`config.mk`:
```
export PLATFORM = sky130hd
export DESIGN_NAME = de10_bus_resp_ctrl
export DESIGN_NICKNAME = d
export VERILOG_FILES = /design/src/rtl/de10_bus_pkg.sv /design/src/rtl/de10_bus_resp_ctrl_timeout_ctr.sv /design/src/rtl/de10_bus_resp_ctrl.sv
export SDC_FILE = /design/constraint.sdc
export NUM_CORES = 1
export LEC_CHECK = 0
export ABC_AREA = 1
export CORE_MARGIN = 4
export CORE_UTILIZATION = 38
export DETAILED_ROUTE_END_ITERATION = 8
export GPL_ROUTABILITY_DRIVEN = 0
export PLACE_DENSITY = 0.91
export SYNTH_ARGS = -nofsm -noshare
export SYNTH_HDL_FRONTEND = slang
export SYNTH_SLANG_ARGS = --single-unit
```
`constraint.sdc`:
```
create_clock -name clk -period 1.4 [get_ports clk]
set_input_delay 0.21 -clock clk [delete_from_list [all_inputs] [get_ports clk]]
set_output_delay 0.21 -clock clk [all_outputs]
set_load 0.02 [all_outputs]
```
`src/rtl/de10_bus_pkg.sv`:
```
// Shared constants for the DE10-Lite bus request/response controller:
// region tags, state encoding and default widths.
package de10_bus_pkg;

    localparam int unsigned ADDR_W_DEF = 32;
    localparam int unsigned DATA_W_DEF = 32;
    localparam int unsigned TAG_W      = 10;
    localparam int unsigned TMO_CNT_W  = 8;

    localparam logic [TAG_W-1:0] TAG_SDRAM  = 10'h0;
    localparam logic [TAG_W-1:0] TAG_PERIPH = 10'h1;

    localparam int unsigned STATE_W = 3;

    typedef enum logic [STATE_W-1:0] {
        S_IDLE        = 3'd0,
        S_WAIT_SDRAM  = 3'd1,
        S_WAIT_PERIPH = 3'd2,
        S_RESP        = 3'd3,
        S_ERR         = 3'd4
    } state_e;

endpackage

```
`src/rtl/de10_bus_resp_ctrl_timeout_ctr.sv`:
```
// Wait-cycle counter: flags the cycle whose un-acked edge would reach LIMIT.
module de10_bus_timeout_ctr
    import de10_bus_pkg::*;
#(
    parameter int unsigned LIMIT = 255
) (
    input  logic clk,
    input  logic rst_n,
    input  logic clear_i,
    input  logic enable_i,
    output logic expired_c
);

    logic [TMO_CNT_W-1:0] cnt_q, cnt_d;

    // Combinational so the FSM can abort on the very edge the limit is reached.
    assign expired_c = enable_i && (cnt_q == TMO_CNT_W'(LIMIT - 1));

    always_comb begin
        cnt_d = cnt_q;
        if (clear_i) begin
            cnt_d = '0;
        end else if (enable_i) begin
            cnt_d = cnt_q + TMO_CNT_W'(1);
        end
    end

    always_ff @(posedge clk or negedge rst_n) begin
        if (!rst_n) begin
            cnt_q <= '0;
        end else begin
            cnt_q <= cnt_d;
        end
    end

endmodule

```
`src/rtl/de10_bus_resp_ctrl.sv`:
```
// CPU data-port controller for the SDRAM and peripheral targets.
// Optional hung-target abort is enabled with `define DE10_BUS_TIMEOUT_EN.
module de10_bus_resp_ctrl
    import de10_bus_pkg::*;
#(
    parameter int unsigned ADDR_W         = ADDR_W_DEF,
    parameter int unsigned DATA_W         = DATA_W_DEF,
    parameter int unsigned TIMEOUT_CYCLES = 255
) (
    input  logic              clk,
    input  logic              rst_n,
    input  logic              cpu_req,
    input  logic              cpu_we,
    input  logic [ADDR_W-1:0] cpu_addr,
    input  logic [DATA_W-1:0] cpu_wdata,
    output logic [DATA_W-1:0] cpu_rdata,
    output logic              cpu_ready,
    output logic              cpu_err,
    output logic              sdram_sel,
    output logic              periph_sel,
    output logic              tgt_we,
    output logic [ADDR_W-1:0] tgt_addr,
    output logic [DATA_W-1:0] tgt_wdata,
    input  logic              sdram_ack,
    input  logic              periph_ack,
    input  logic [DATA_W-1:0] sdram_rdata,
    input  logic [DATA_W-1:0] periph_rdata
);

    state_e            state_q, state_d;
    logic [DATA_W-1:0] rdata_q, rdata_d;
    logic              ready_q, ready_d;
    logic              err_q, err_d;
    logic              sdram_sel_q, sdram_sel_d;
    logic              periph_sel_q, periph_sel_d;
    logic              we_q, we_d;
    logic [ADDR_W-1:0] addr_q, addr_d;
    logic [DATA_W-1:0] wdata_q, wdata_d;
    logic [TAG_W-1:0]  tag_c;
    logic              timeout_c;

    assign tag_c = cpu_addr[ADDR_W-1 -: TAG_W];

`ifdef DE10_BUS_TIMEOUT_EN
    logic wait_c;
    logic ack_c;

    assign wait_c = (state_q == S_WAIT_SDRAM) || (state_q == S_WAIT_PERIPH);
    assign ack_c  = ((state_q == S_WAIT_SDRAM) && sdram_ack) ||
                    ((state_q == S_WAIT_PERIPH) && periph_ack);

    de10_bus_timeout_ctr #(
        .LIMIT (TIMEOUT_CYCLES)
    ) u_timeout_ctr (
        .clk       (clk),
        .rst_n     (rst_n),
        .clear_i   (!wait_c),
        .enable_i  (wait_c && !ack_c),
        .expired_c (timeout_c)
    );
`else
    logic unused_timeout_c;

    assign unused_timeout_c = ^TIMEOUT_CYCLES;
    assign timeout_c        = 1'b0;
`endif

    // Next state and next registered outputs; selects and pulses default low.
    always_comb begin
        state_d      = state_q;
        rdata_d      = '0;
        ready_d      = 1'b0;
        err_d        = 1'b0;
        sdram_sel_d  = 1'b0;
        periph_sel_d = 1'b0;
        we_d         = we_q;
        addr_d       = addr_q;
        wdata_d      = wdata_q;

        case (state_q)
            S_IDLE: begin
                if (cpu_req) begin
                    we_d    = cpu_we;
                    addr_d  = cpu_addr;
                    wdata_d = cpu_wdata;
                    if (tag_c == TAG_SDRAM) begin
                        state_d     = S_WAIT_SDRAM;
                        sdram_sel_d = 1'b1;
                    end else if (tag_c == TAG_PERIPH) begin
                        state_d      = S_WAIT_PERIPH;
                        periph_sel_d = 1'b1;
                    end else begin
                        state_d = S_ERR;
                        ready_d = 1'b1;
                        err_d   = 1'b1;
                    end
                end
            end
            S_WAIT_SDRAM: begin
                if (sdram_ack) begin
                    state_d = S_RESP;
                    ready_d = 1'b1;
                    rdata_d = we_q ? '0 : sdram_rdata;
                end else if (timeout_c) begin
                    state_d = S_ERR;
                    ready_d = 1'b1;
                    err_d   = 1'b1;
                end else begin
                    sdram_sel_d = 1'b1;
                end
            end
            S_WAIT_PERIPH: begin
                if (periph_ack) begin
                    state_d = S_RESP;
                    ready_d = 1'b1;
                    rdata_d = we_q ? '0 : periph_rdata;
                end else if (timeout_c) begin
                    state_d = S_ERR;
                    ready_d = 1'b1;
                    err_d   = 1'b1;
                end else begin
                    periph_sel_d = 1'b1;
                end
            end
            S_RESP:  state_d = S_IDLE;
            S_ERR:   state_d = S_IDLE;
            default: state_d = S_IDLE;
        endcase
    end

    always_ff @(posedge clk or negedge rst_n) begin
        if (!rst_n) begin
            state_q      <= S_IDLE;
            rdata_q      <= '0;
            ready_q      <= 1'b0;
            err_q        <= 1'b0;
            sdram_sel_q  <= 1'b0;
            periph_sel_q <= 1'b0;
            we_q         <= 1'b0;
            addr_q       <= '0;
            wdata_q      <= '0;
        end else begin
            state_q      <= state_d;
            rdata_q      <= rdata_d;
            ready_q      <= ready_d;
            err_q        <= err_d;
            sdram_sel_q  <= sdram_sel_d;
            periph_sel_q <= periph_sel_d;
            we_q         <= we_d;
            addr_q       <= addr_d;
            wdata_q      <= wdata_d;
        end
    end

    assign cpu_rdata  = rdata_q;
    assign cpu_ready  = ready_q;
    assign cpu_err    = err_q;
    assign sdram_sel  = sdram_sel_q;
    assign periph_sel = periph_sel_q;
    assign tgt_we     = we_q;
    assign tgt_addr   = addr_q;
    assign tgt_wdata  = wdata_q;

endmodule

```
---- After elaboration in Yosys (flattened, before gate mapping) ----
Cells that the tools add are included.
storage, ports and cells
  bits in registers ....................... 104
  output and inout bits ................... 101
operators by class
  equality and inequality tests ........... 6
  mux-type cells .......................... 27
  reduce and logical (&&, ||, !) cells .... 4
operators by type and width
  cell                   count
  $mux W32               4
  $pmux W32 S2           1
  $mux W3                5
  $mux W1                13
  $eq A10 B1 Y1 const B  1
  $logic_not A10 Y1      1
  $pmux W3 S3            1
  $ne A2 B2 Y1 const B   3
  $pmux W1 S2            2
  $eq A3 B1 Y1 const B   1
  $eq A3 B2 Y1 const B   1
  $logic_not A3 Y1       1
  $pmux W1 S3            1
  $reduce_and A3 Y1      1
  $reduce_and A2 Y1      1

---- Depth between registers and ports, before layout ----
Gate-level depths: netlist (run 1).
  word-level depth ........................ 5
  gate-level depth with buffers ........... 8
  mapped depth without buffers ............ 8

---- Worst setup path after synthesis (run 1) ----
No wires, ideal clock.
  path type ............................... flip-flop to flip-flop
  from .................................... reg state_q[0]
  to ...................................... reg addr_q[0], in the netlist tgt_addr[0]
  library setup time ...................... 117 ps
  arrival ................................. 1130 ps
  required time ........................... 1283 ps
  slack ................................... 153 ps
  stages on the path, launching flop included .. 9
  path buffers ............................ 2
  clock period less this slack ............ 1247 ps
  path through ............................ dfrtp_1 > nor2_4 > nand2_2 > nor2_4 > inv_2 > buf_6 > buf_6 > nand2_1 > nand2_1
on the way
  longest elaborated chain between the ends .. 2
ends and longest elaborated chain
  item                                line                       RTL
  start, declared                     de10_bus_resp_ctrl.sv:30   state_e state_q, state_d;
  start signal, assigned              de10_bus_resp_ctrl.sv:143  state_q <= state_d;
  $logic_not A3 Y1                    de10_bus_resp_ctrl.sv:80   case (state_q)
  $reduce_and A2 Y1 (no source line)  -
  end signal, assigned                de10_bus_resp_ctrl.sv:150  addr_q <= addr_d;
  end, declared                       de10_bus_resp_ctrl.sv:37   logic [ADDR_W-1:0] addr_q, addr_d;
Every way passes these cells.
A chain may end at the register's enable or synchronous reset.

---- Worst setup path after layout (run 1) ----
  from .................................... reg state_q[2]
  to ...................................... reg addr_q[6], in the netlist tgt_addr[6]
Same word-level chain as after synthesis.

==> impl_metrics.env, run 1 <==
export IMPL_run_status="complete, but fails checks"
export IMPL_violations="negative setup slack"
export IMPL_max_freq_ghz=0.7040
export IMPL_finish_instance_area_um2=7132
export IMPL_finalHoldViolCount=0
export IMPL_fin_util_pct=68.17
export IMPL_drt_iter0_drc=269
export IMPL_syn_num_nets=602
export IMPL_fin_worst_skew_ns=0.01144
export IMPL_cts_made_buffers=9
export IMPL_ir_drop_uv=981.3
export IMPL_fin_crit_ns=1.420
export IMPL_grt_antenna_before_repair=0
export IMPL_yosys_area_top_type="dfrtp_1"
export IMPL_grt_overflow=0
export IMPL_cts_buffer_depth=2
export IMPL_finalCritPeriodShare_pct=101.5
export IMPL_clkSinkCount=104
export IMPL_first_pass_iters=4
export IMPL_grt_util_all_layers_pct=20.88
export IMPL_internal_power_uw=7691
export IMPL_grt_pass1_vias=4282
export IMPL_die_height_um=112.5
export IMPL_yosys_warnings=0
export IMPL_core_area_um2=10460
export IMPL_synthCells=468
export IMPL_path_cells="nor2_4, nand2_2, nor2_4, clkinv_4, clkbuf_16, nand2_1, nand2_1"
export IMPL_synth_area_leaders="dfrtp_1, nand2_1, a21oi_1"
export IMPL_leakage_uw=0.003614
export IMPL_endpoint_kind="flop"
export IMPL_critPathMaxStageDelay_ns=0.43
export IMPL_placed_area_um2=6730
export IMPL_p_per_area_nw_per_um2=1889
export IMPL_drive_gt1_share_pct=13.50
export IMPL_row_count=37
export IMPL_pre_cts_ws_ns=-0.09664
export IMPL_finalSetupViolCount=6
export IMPL_portBuffers=234
export IMPL_start_util_pct=39.69
export IMPL_fp_dieW_um=112.5
export IMPL_setup_slack_ns=-0.02044
export IMPL_htreeDepth=3
export IMPL_grt_max_degree=58
export IMPL_ys_seq_elements=104
export IMPL_final_common_cell="nand2_1"
export IMPL_hpwl_mm=10.25
export IMPL_tritoncts="done"
export IMPL_finalSetupTns_ns=-0.03964
export IMPL_clkTransAtPathRegs_ns=0.10
export IMPL_vias=4160
export IMPL_clkPwrFrac_pct=14.0
export IMPL_worst_slew_pin_slew_ns=0.3580
export IMPL_routed_wl_mm=14.21
export IMPL_postRouteAntennaNets=0
export IMPL_drt_wirelength_per_cell_um=16.48
export IMPL_nFillCells=799
export IMPL_synth_avg_cell_area_um2=8.873
export IMPL_grt_first_pass_wirelength_mm=21.30
export IMPL_seqPwrFrac_pct=34.4
export IMPL_netlist_cell_type_count=16
export IMPL_yosysSeqAreaShare_pct=62.67
export IMPL_slew_violations=0
export IMPL_pwr_share_comb_pct=51.6
export IMPL_clockRootBuffer="clkbuf_8"
export IMPL_rsz0062_at_grt="true"
export IMPL_fin_hold_ws_ns=0.3078
export IMPL_p_sw_uw=5784
export IMPL_cp_max_fo=12
export IMPL_critPathLaunchType="flop"
export IMPL_path_buf_inv=2
export IMPL_fin_nets=855
export IMPL_cp_top_family="simple AND/OR/NAND/NOR gates"
export IMPL_via_per_inst=4.826
export IMPL_area_delta_synth_final_pct=71.74
export IMPL_drv_cap=0
export IMPL_antennaDiodeCount=0
export IMPL_synth_top_area_share_pct=62.67
export IMPL_hold_path_class="input port to asynchronous set/reset pin"
export IMPL_pin_count=235
export IMPL_clk_latency_ns=0.36
export IMPL_cp_arrival_ns=1.66
export IMPL_netlist_area_um2=4153
export IMPL_final_cell_mix="nand2_1, clkdlybuf4s50_1, dfrtp_1, dlygate4sd2_1, nand2_2"
export IMPL_dieArea_um2=12670
export IMPL_maxSlewHeadroom_pct=76.14
export IMPL_cp_slowest_cell="dfrtp_1"
export IMPL_drcViolationCount=0
export IMPL_worst_setup_path_type="flop to flop"
export IMPL_p_sw_share_pct=42.92
export IMPL_crit_required_ns=1.64
cells in the mapped netlist, drive strengths merged:
| master | count |
|---|---|
| nand2 | 271 |
| o21ai | 3 |
| nand3b | 1 |
| nor2 | 12 |
| inv | 14 |
| nand3 | 7 |
| clkbuf | 2 |
| dfrtp | 104 |
| a21oi | 33 |
| buf | 21 |
worst reg2reg max path, stage by stage, from the launching register on:
cell	delay (ns)
dfrtp_1	0.43
nor2_4	0.13
nand2_2	0.08
nor2_4	0.18
clkinv_4	0.16
clkbuf_16	0.21
nand2_1	0.07
nand2_1	0.06
final timing paths:
path                                            from                   endpoint  slack [ns]  cells after the start
hold reg to reg            tgt_wdata[16]$_DFFE_PN0P_  tgt_wdata[16]$_DFFE_PN0P_        0.47                      2
max in group asynchronous                      rst_n  tgt_wdata[12]$_DFFE_PN0P_        0.59                      3
hold / removal                                 rst_n  tgt_wdata[27]$_DFFE_PN0P_        0.31                      2
setup reg to reg              state_q[2]$_DFFE_PN0P_    tgt_addr[6]$_DFFE_PN0P_       -0.02                      7
min in group clk                        cpu_addr[14]   tgt_addr[14]$_DFFE_PN0P_        0.38                      3
setup / recovery              state_q[2]$_DFFE_PN0P_    tgt_addr[6]$_DFFE_PN0P_       -0.02                      7
timing repair:
| action | 4_1_cts | 5_1_grt |
|---|---|---|
| endpoints found under the hold margin | 22 | 0 |
| pin swaps | 1 | 3 |
| setup buffers | 1 | 6 |
| cloned | 0 | 6 |
| gates resized for setup | 101 | 52 |
| hold buffers | 1 | 0 |
| setup endpoints to repair | 103 | 63 |
per-layer routing:
layer	routed length [um]	global-route usage, %	vias to the layer above	part of all wire (%)
met5	0	0	-	0
met4	247	6.971	0	1.7
met3	1557	8.302	20	11
met2	7364	37.32	219	52
met1	5039	22.40	1985	35
li1	-	-	1936	-
sequential cells by signal, indices dropped and copies added (netlist names):
signal	cells
cpu_ready	1
sdram_sel	1
tgt_addr	32
state_q	3
cpu_rdata	32
cpu_err	1
tgt_wdata	32
tgt_we	1
periph_sel	1
power by group through the flow:
stage | logic (uW) | clock network (uW) | registers [uW]
final | 6950 | 1890 | 4640
after global routing | 7540 | 2070 | 4750
after CTS | 6020 | 1940 | 4560
after detailed placement | 6640 | 0 | 4660
after global placement | 6440 | 0 | 4590
after floorplan | 2310 | 0 | 5780
cell families after synthesis:
| group | Yosys count | share of synthesized area [%] |
|---|---|---|
| simple gates | 291 | 27.57 |
| flops | 104 | 62.67 |
| buf+inv | 37 | 5.423 |
| compound gates | 36 | 4.339 |
layout make-up:
| cell class | count | area (um^2) | share of cell area, % |
|---|---|---|---|
| clock buffers | 11 | 141.4 | 1.982 |
| clock inverters | 5 | 56.30 | 0.7895 |
| inverters | 14 | 57.56 | 0.8070 |
| multi-input cells | 327 | 1471 | 20.63 |
| flip-flops and latches | 104 | 2603 | 36.49 |
| well taps | 136 | 170.2 | 2.386 |
| repair buffers | 265 | 2633 | 36.91 |
stage by stage:
| step | cells | total power [uW] |
|---|---|---|
| global route | 862 | 14360 |
| detailed placement | 832 | 11310 |
| floorplan | 468 | 8090 |
| global placement | 832 | 11030 |
| finish | 862 | 13470 |
| CTS | 850 | 12510 |
(Power assumes the default switching activity.)
==> inputs of run 2 (changes only) <==
Settings changed: MAX_ROUTING_LAYER set to met4, PLACE_DENSITY 0.91 to 0.88.
==> run 2 against run 1 <==
  * The run still ends with negative setup slack left
  * Clock skew fell by 0.0032 ns
  * Global-route usage decreased by 0.20 points
  * Clock power grew 20%
  * Register-to-register slack lost 0.03 ns
  * Final cell count shrank 0.12%
  * Count of clock-buffer cells in the layout decreased by 1
  * Worst hold slack improved by 0.0047 ns
  * Non-clock buffer count fell by 1
  * Utilization about the same
  * Combinational power shrank 3%
  * Total power up 1.1%
  * Highest routed layer unchanged
==> impl_metrics.env, run 2 (same netlist as run 1, synthesis figures left out) <==
export IMPL_r2r_cells=7
export IMPL_rsz0062_at_grt="true"
export IMPL_die_height_um=112.5
export IMPL_drcViolationCount=0
export IMPL_fin_crit_ns=1.450
export IMPL_row_count=37
export IMPL_via_per_inst=4.808
export IMPL_maxSlewHeadroom_pct=76.19
export IMPL_clockRootBuffer="clkbuf_8"
export IMPL_dieArea_um2=12670
export IMPL_cp_max_fo=13
export IMPL_clk_latency_ns=0.35
export IMPL_final_cell_mix="nand2_1, clkdlybuf4s50_1, dfrtp_1, dlygate4sd2_1, a21oi_1"
export IMPL_routed_wl_mm=14.02
export IMPL_violations="negative setup slack"
export IMPL_drt_iter0_drc=289
export IMPL_max_freq_ghz=0.6895
export IMPL_fin_nets=854
export IMPL_hpwl_mm=10.15
export IMPL_p_per_area_nw_per_um2=1909
export IMPL_nFillCells=803
export IMPL_htreeDepth=3
export IMPL_final_common_cell="nand2_1"
export IMPL_clkSinkCount=104
export IMPL_critPathLaunchType="flop"
export IMPL_grt_antenna_before_repair=0
export IMPL_cp_arrival_ns=1.70
export IMPL_first_pass_iters=5
export IMPL_antennaDiodeCount=0
export IMPL_finalCritPeriodShare_pct=103.6
export IMPL_drv_cap=0
export IMPL_tritoncts="done"
export IMPL_vias=4140
export IMPL_grt_pass1_vias=4184
export IMPL_setup_slack_ns=-0.05042
export IMPL_worst_slew_pin_slew_ns=0.3571
export IMPL_rrSetupSlack_ns=-0.05
export IMPL_postRouteAntennaNets=0
export IMPL_grt_util_all_layers_pct=20.67
export IMPL_crit_required_ns=1.65
export IMPL_rr_startpoint="state_q[2]$_DFFE_PN0P_"
export IMPL_drive_gt1_share_pct=10.76
export IMPL_dpl_cell_count=833
export IMPL_fin_worst_skew_ns=0.008291
export IMPL_start_util_pct=39.69
export IMPL_leakage_uw=0.003629
export IMPL_worstReg2RegEnd="tgt_addr[21]$_DFFE_PN0P_"
export IMPL_ir_drop_uv=1103
export IMPL_hold_path_class="input port to asynchronous set/reset pin"
export IMPL_grt_max_degree=48
export IMPL_run_status="complete, but fails checks"
export IMPL_slew_violations=0
export IMPL_endpoint_kind="flop"
export IMPL_clkTransAtPathRegs_ns=0.10
export IMPL_finalSetupTns_ns=-1.621
export IMPL_final_cells=861
export IMPL_worst_setup_path_type="flop to flop"
export IMPL_drt_wirelength_per_cell_um=16.28
export IMPL_fp_dieW_um=112.5
export IMPL_finalHoldViolCount=0
export IMPL_grt_first_pass_wirelength_mm=20.17
export IMPL_cts_buffer_depth=2
export IMPL_p_total_uw=13620
export IMPL_area_delta_synth_final_pct=71.80
export IMPL_grt_overflow=0
export IMPL_pin_count=235
export IMPL_cts_made_buffers=9
export IMPL_finalSetupViolCount=61
export IMPL_portBuffers=234
export IMPL_core_area_um2=10460
-- run 2: worst max-delay path, stage by stage, from the launching register on --
cell and delay [ns]:
dfrtp_2 0.45, nor2_4 0.19, nand2_2 0.10, nor2_4 0.18, inv_4 0.10, buf_4 0.20, nand2_1 0.07, nand2_1 0.06
-- run 2: repair_timing --
item	CTS	global route
endpoints found under the setup margin	114	95
gates cloned	0	6
hold buffers	1	0
pin swaps	0	5
setup buffers	0	5
endpoints found under the hold margin	21	0
resized for setup	103	29
-- run 2: layer usage --
| layer | global-route usage, % | wire length, um | part of all wire (%) | up-vias |
|---|---|---|---|---|
| li1 | - | - | - | 1935 |
| met1 | 22.34 | 5081 | 36 | 1930 |
| met2 | 36.26 | 7252 | 52 | 249 |
| met3 | 5.499 | 1365 | 9.7 | 26 |
| met4 | 7.772 | 322 | 2.3 | 0 |
| met5 | - | 0 | 0 | - |
-- run 2: worst max-delay path by stage --
stage	from	end	slack, ns	cells after the start
4_1_cts	state_q[0]$_DFFE_PN0P_	tgt_wdata[6]$_DFFE_PN0P_	-0.003	7
3_3_place_gp	cpu_req	sdram_sel$_DFF_PN0_	-0.05	6
5_1_grt	state_q[2]$_DFFE_PN0P_	tgt_addr[21]$_DFFE_PN0P_	-0.10	7
3_5_place_dp	cpu_req	tgt_addr[19]$_DFFE_PN0P_	-0.11	6
2_1_floorplan	state_q[0]$_DFFE_PN0P_	tgt_addr[0]$_DFFE_PN0P_	0.15	8
6_report	state_q[2]$_DFFE_PN0P_	tgt_addr[21]$_DFFE_PN0P_	-0.05	7
-- run 2: report_power, final --
group / switching [uW] / leakage, uW / internal (uW)
registers: 564 / 0.00134 / 4030
logic: 4000 / 0.00217 / 2760
clock network: 1020 / 0.000119 / 1240
-- run 2: metrics by stage --
stage	utilization, %	cell area [um^2]	setup slack, ns	hold WS (ns)
final	68.19	7134	-0.05042	0.3125
after global routing	68.19	7134	-0.1001	0.3159
after CTS	65.52	6855	-0.002753	0.3014
after detailed placement	64.16	6713	-0.1055	0.1479
after global placement	64.16	6713	-0.04545	0.1439
after floorplan	-	4153	0.1531	-0.08559
-- run 2: final cells by class --
class | count | area (um^2) | share of cell area, %
multi-input cells | 327 | 1400 | 19.62
inverters | 14 | 55.05 | 0.7717
clock inverters | 6 | 113.9 | 1.596
well taps | 136 | 170.2 | 2.385
flip-flops and latches | 104 | 2604 | 36.50
clock buffers | 10 | 137.6 | 1.929
repair buffers | 264 | 2654 | 37.20
==> inputs of run 3 (changes only) <==
Settings changed: CELL_PAD_IN_SITES_DETAIL_PLACEMENT set to 1, CELL_PAD_IN_SITES_GLOBAL_PLACEMENT set to 2, CORE_UTILIZATION 38 to 21, PLACE_DENSITY 0.88 to 0.89.
==> run 3 against run 2 <==
  * The flow now finishes without violations
  * Clock skew shrank 0.00053 ns
  * First-iteration DRC count shrank 66%
  * Global-route usage shrank 7.1 points
  * Design area grew 1.1%
  * Critical path depth is the same
  * Die area grew 74%
  * Sequential power shrank 1%
  * Critical path type unchanged
  * Highest routed layer unchanged
==> impl_metrics.env, run 3 (same netlist as run 1, synthesis figures left out) <==
export IMPL_run_status="finished, final reports clean"
export IMPL_rsz0062_at_grt="true"
export IMPL_final_cells=987
export IMPL_path_buf_inv=2
export IMPL_cp_top_family="simple AND/OR/NAND/NOR gates"
export IMPL_critPathMaxStageDelay_ns=0.42
export IMPL_tritoncts="done"
export IMPL_routed_wl_mm=14.76
export IMPL_cts_buffer_depth=2
export IMPL_cp_arrival_ns=1.60
export IMPL_cts_made_buffers=9
export IMPL_worstReg2RegEnd="tgt_wdata[19]$_DFFE_PN0P_"
export IMPL_clkTransAtPathRegs_ns=0.08
export IMPL_endpoint_kind="flop"
export IMPL_vias=3947
export IMPL_grt_antenna_before_repair=1
export IMPL_p_per_area_nw_per_um2=1902
export IMPL_fin_crit_ns=1.354
export IMPL_drt_iter0_drc=97
export IMPL_core_area_um2=19460
export IMPL_row_count=51
export IMPL_cp_slowest_cell="dfrtp_1"
export IMPL_grt_util_all_layers_pct=13.54
export IMPL_drcViolationCount=0
export IMPL_cp_max_fo=17
export IMPL_hpwl_mm=11.22
export IMPL_clockRootBuffer="clkbuf_16"
export IMPL_grt_overflow=0
export IMPL_crit_required_ns=1.64
export IMPL_die_height_um=148.6
export IMPL_portBuffers=234
export IMPL_worst_setup_path_type="flop to flop"
export IMPL_grt_pass1_vias=4085
export IMPL_fin_nets=850
export IMPL_p_total_uw=13710
export IMPL_finalSetupViolCount=0
export IMPL_finalCritPeriodShare_pct=96.73
export IMPL_final_cell_mix="nand2_1, clkdlybuf4s50_1, dfrtp_1, dlygate4sd2_1, a21oi_1"
export IMPL_via_per_inst=3.999
export IMPL_hold_path_class="input port to asynchronous set/reset pin"
export IMPL_grt_max_degree=44
export IMPL_drive_gt1_share_pct=7.212
export IMPL_postRouteAntennaNets=0
export IMPL_rr_startpoint="state_q[2]$_DFFE_PN0P_"
export IMPL_leakage_uw=0.003610
export IMPL_area_delta_synth_final_pct=73.67
export IMPL_path_cells="nor2_4, nand2_2, nor2_4, inv_4, clkbuf_16, nand2_1, nand2_1"
export IMPL_slew_violations=0
export IMPL_rrSetupSlack_ns=0.05
export IMPL_drv_cap=0
export IMPL_grt_first_pass_wirelength_mm=22.63
export IMPL_final_common_cell="nand2_1"
export IMPL_worst_slew_pin_slew_ns=0.3666
export IMPL_fin_worst_skew_ns=0.007764
export IMPL_ir_drop_uv=583.3
export IMPL_first_pass_iters=4
export IMPL_critPathLaunchType="flop"
export IMPL_setup_slack_ns=0.04581
export IMPL_clkSinkCount=104
export IMPL_dpl_cell_count=965
export IMPL_htreeDepth=3
export IMPL_max_freq_ghz=0.7385
export IMPL_finalHoldViolCount=0
export IMPL_pin_count=235
export IMPL_start_util_pct=21.34
export IMPL_clk_latency_ns=0.35
export IMPL_r2r_cells=7
export IMPL_dieArea_um2=22090
export IMPL_drt_wirelength_per_cell_um=14.95
export IMPL_maxSlewHeadroom_pct=75.56
export IMPL_pre_cts_ws_ns=-0.2076
export IMPL_finalSetupTns_ns=0
export IMPL_fp_dieW_um=148.6
## run 3: metrics by stage
step | cell area, um^2 | util, % | hold slack, ns
after global routing | 7212 | 37.06 | 0.3378
after floorplan | 4153 | - | -0.08559
after CTS | 7134 | 36.66 | 0.2997
final | 7212 | 37.06 | 0.3026
after global placement | 6947 | 35.69 | 0.1540
after detailed placement | 6947 | 35.69 | 0.1534
## run 3: how the worst max path moves through the flow
stage	from	endpoint	cells past startpoint
after floorplan	state_q[0]$_DFFE_PN0P_	tgt_addr[0]$_DFFE_PN0P_	8
after CTS	state_q[0]$_DFFE_PN0P_	tgt_wdata[0]$_DFFE_PN0P_	7
final	state_q[2]$_DFFE_PN0P_	tgt_wdata[19]$_DFFE_PN0P_	7
after global placement	cpu_addr[31]	cpu_ready$_DFF_PN0_	7
after detailed placement	cpu_addr[31]	cpu_ready$_DFF_PN0_	7
after global routing	state_q[2]$_DFFE_PN0P_	tgt_addr[29]$_DFFE_PN0P_	7
## run 3: power by group
part / switching, uW / total (uW) / internal (uW)
registers: 509 / 4540 / 4030
logic: 3870 / 6520 / 2650
clock network: 1240 / 2660 / 1420
total: 5610 / 13700 / 8100
## run 3: final cells by class
class                           instances  area (um^2)
Antenna cell                            1        2.502
Clock buffer                           10        229.0
Clock inverter                          6        75.07
Fill cell                            2268        12250
Inverter                               14        55.05
Multi-Input combinational cell        327         1329
Sequential cell                       104         2603
Tap cell                              265        331.6
Timing Repair Buffer                  260         2587
## run 3: routing by layer
metal	part of all wire [%]	global-route usage, %
met2	47	21.30
met3	9.2	4.906
met4	1.2	3.418
met1	42	16.65
met5	0	-
## run 3: what timing repair did
action,CTS,global route
gates cloned,0,2
buffers inserted,0,2
pin swaps,0,1
endpoints found under the setup margin,101,98
hold buffers,1,0
endpoints found under the hold margin,21,0
resized for setup,101,4
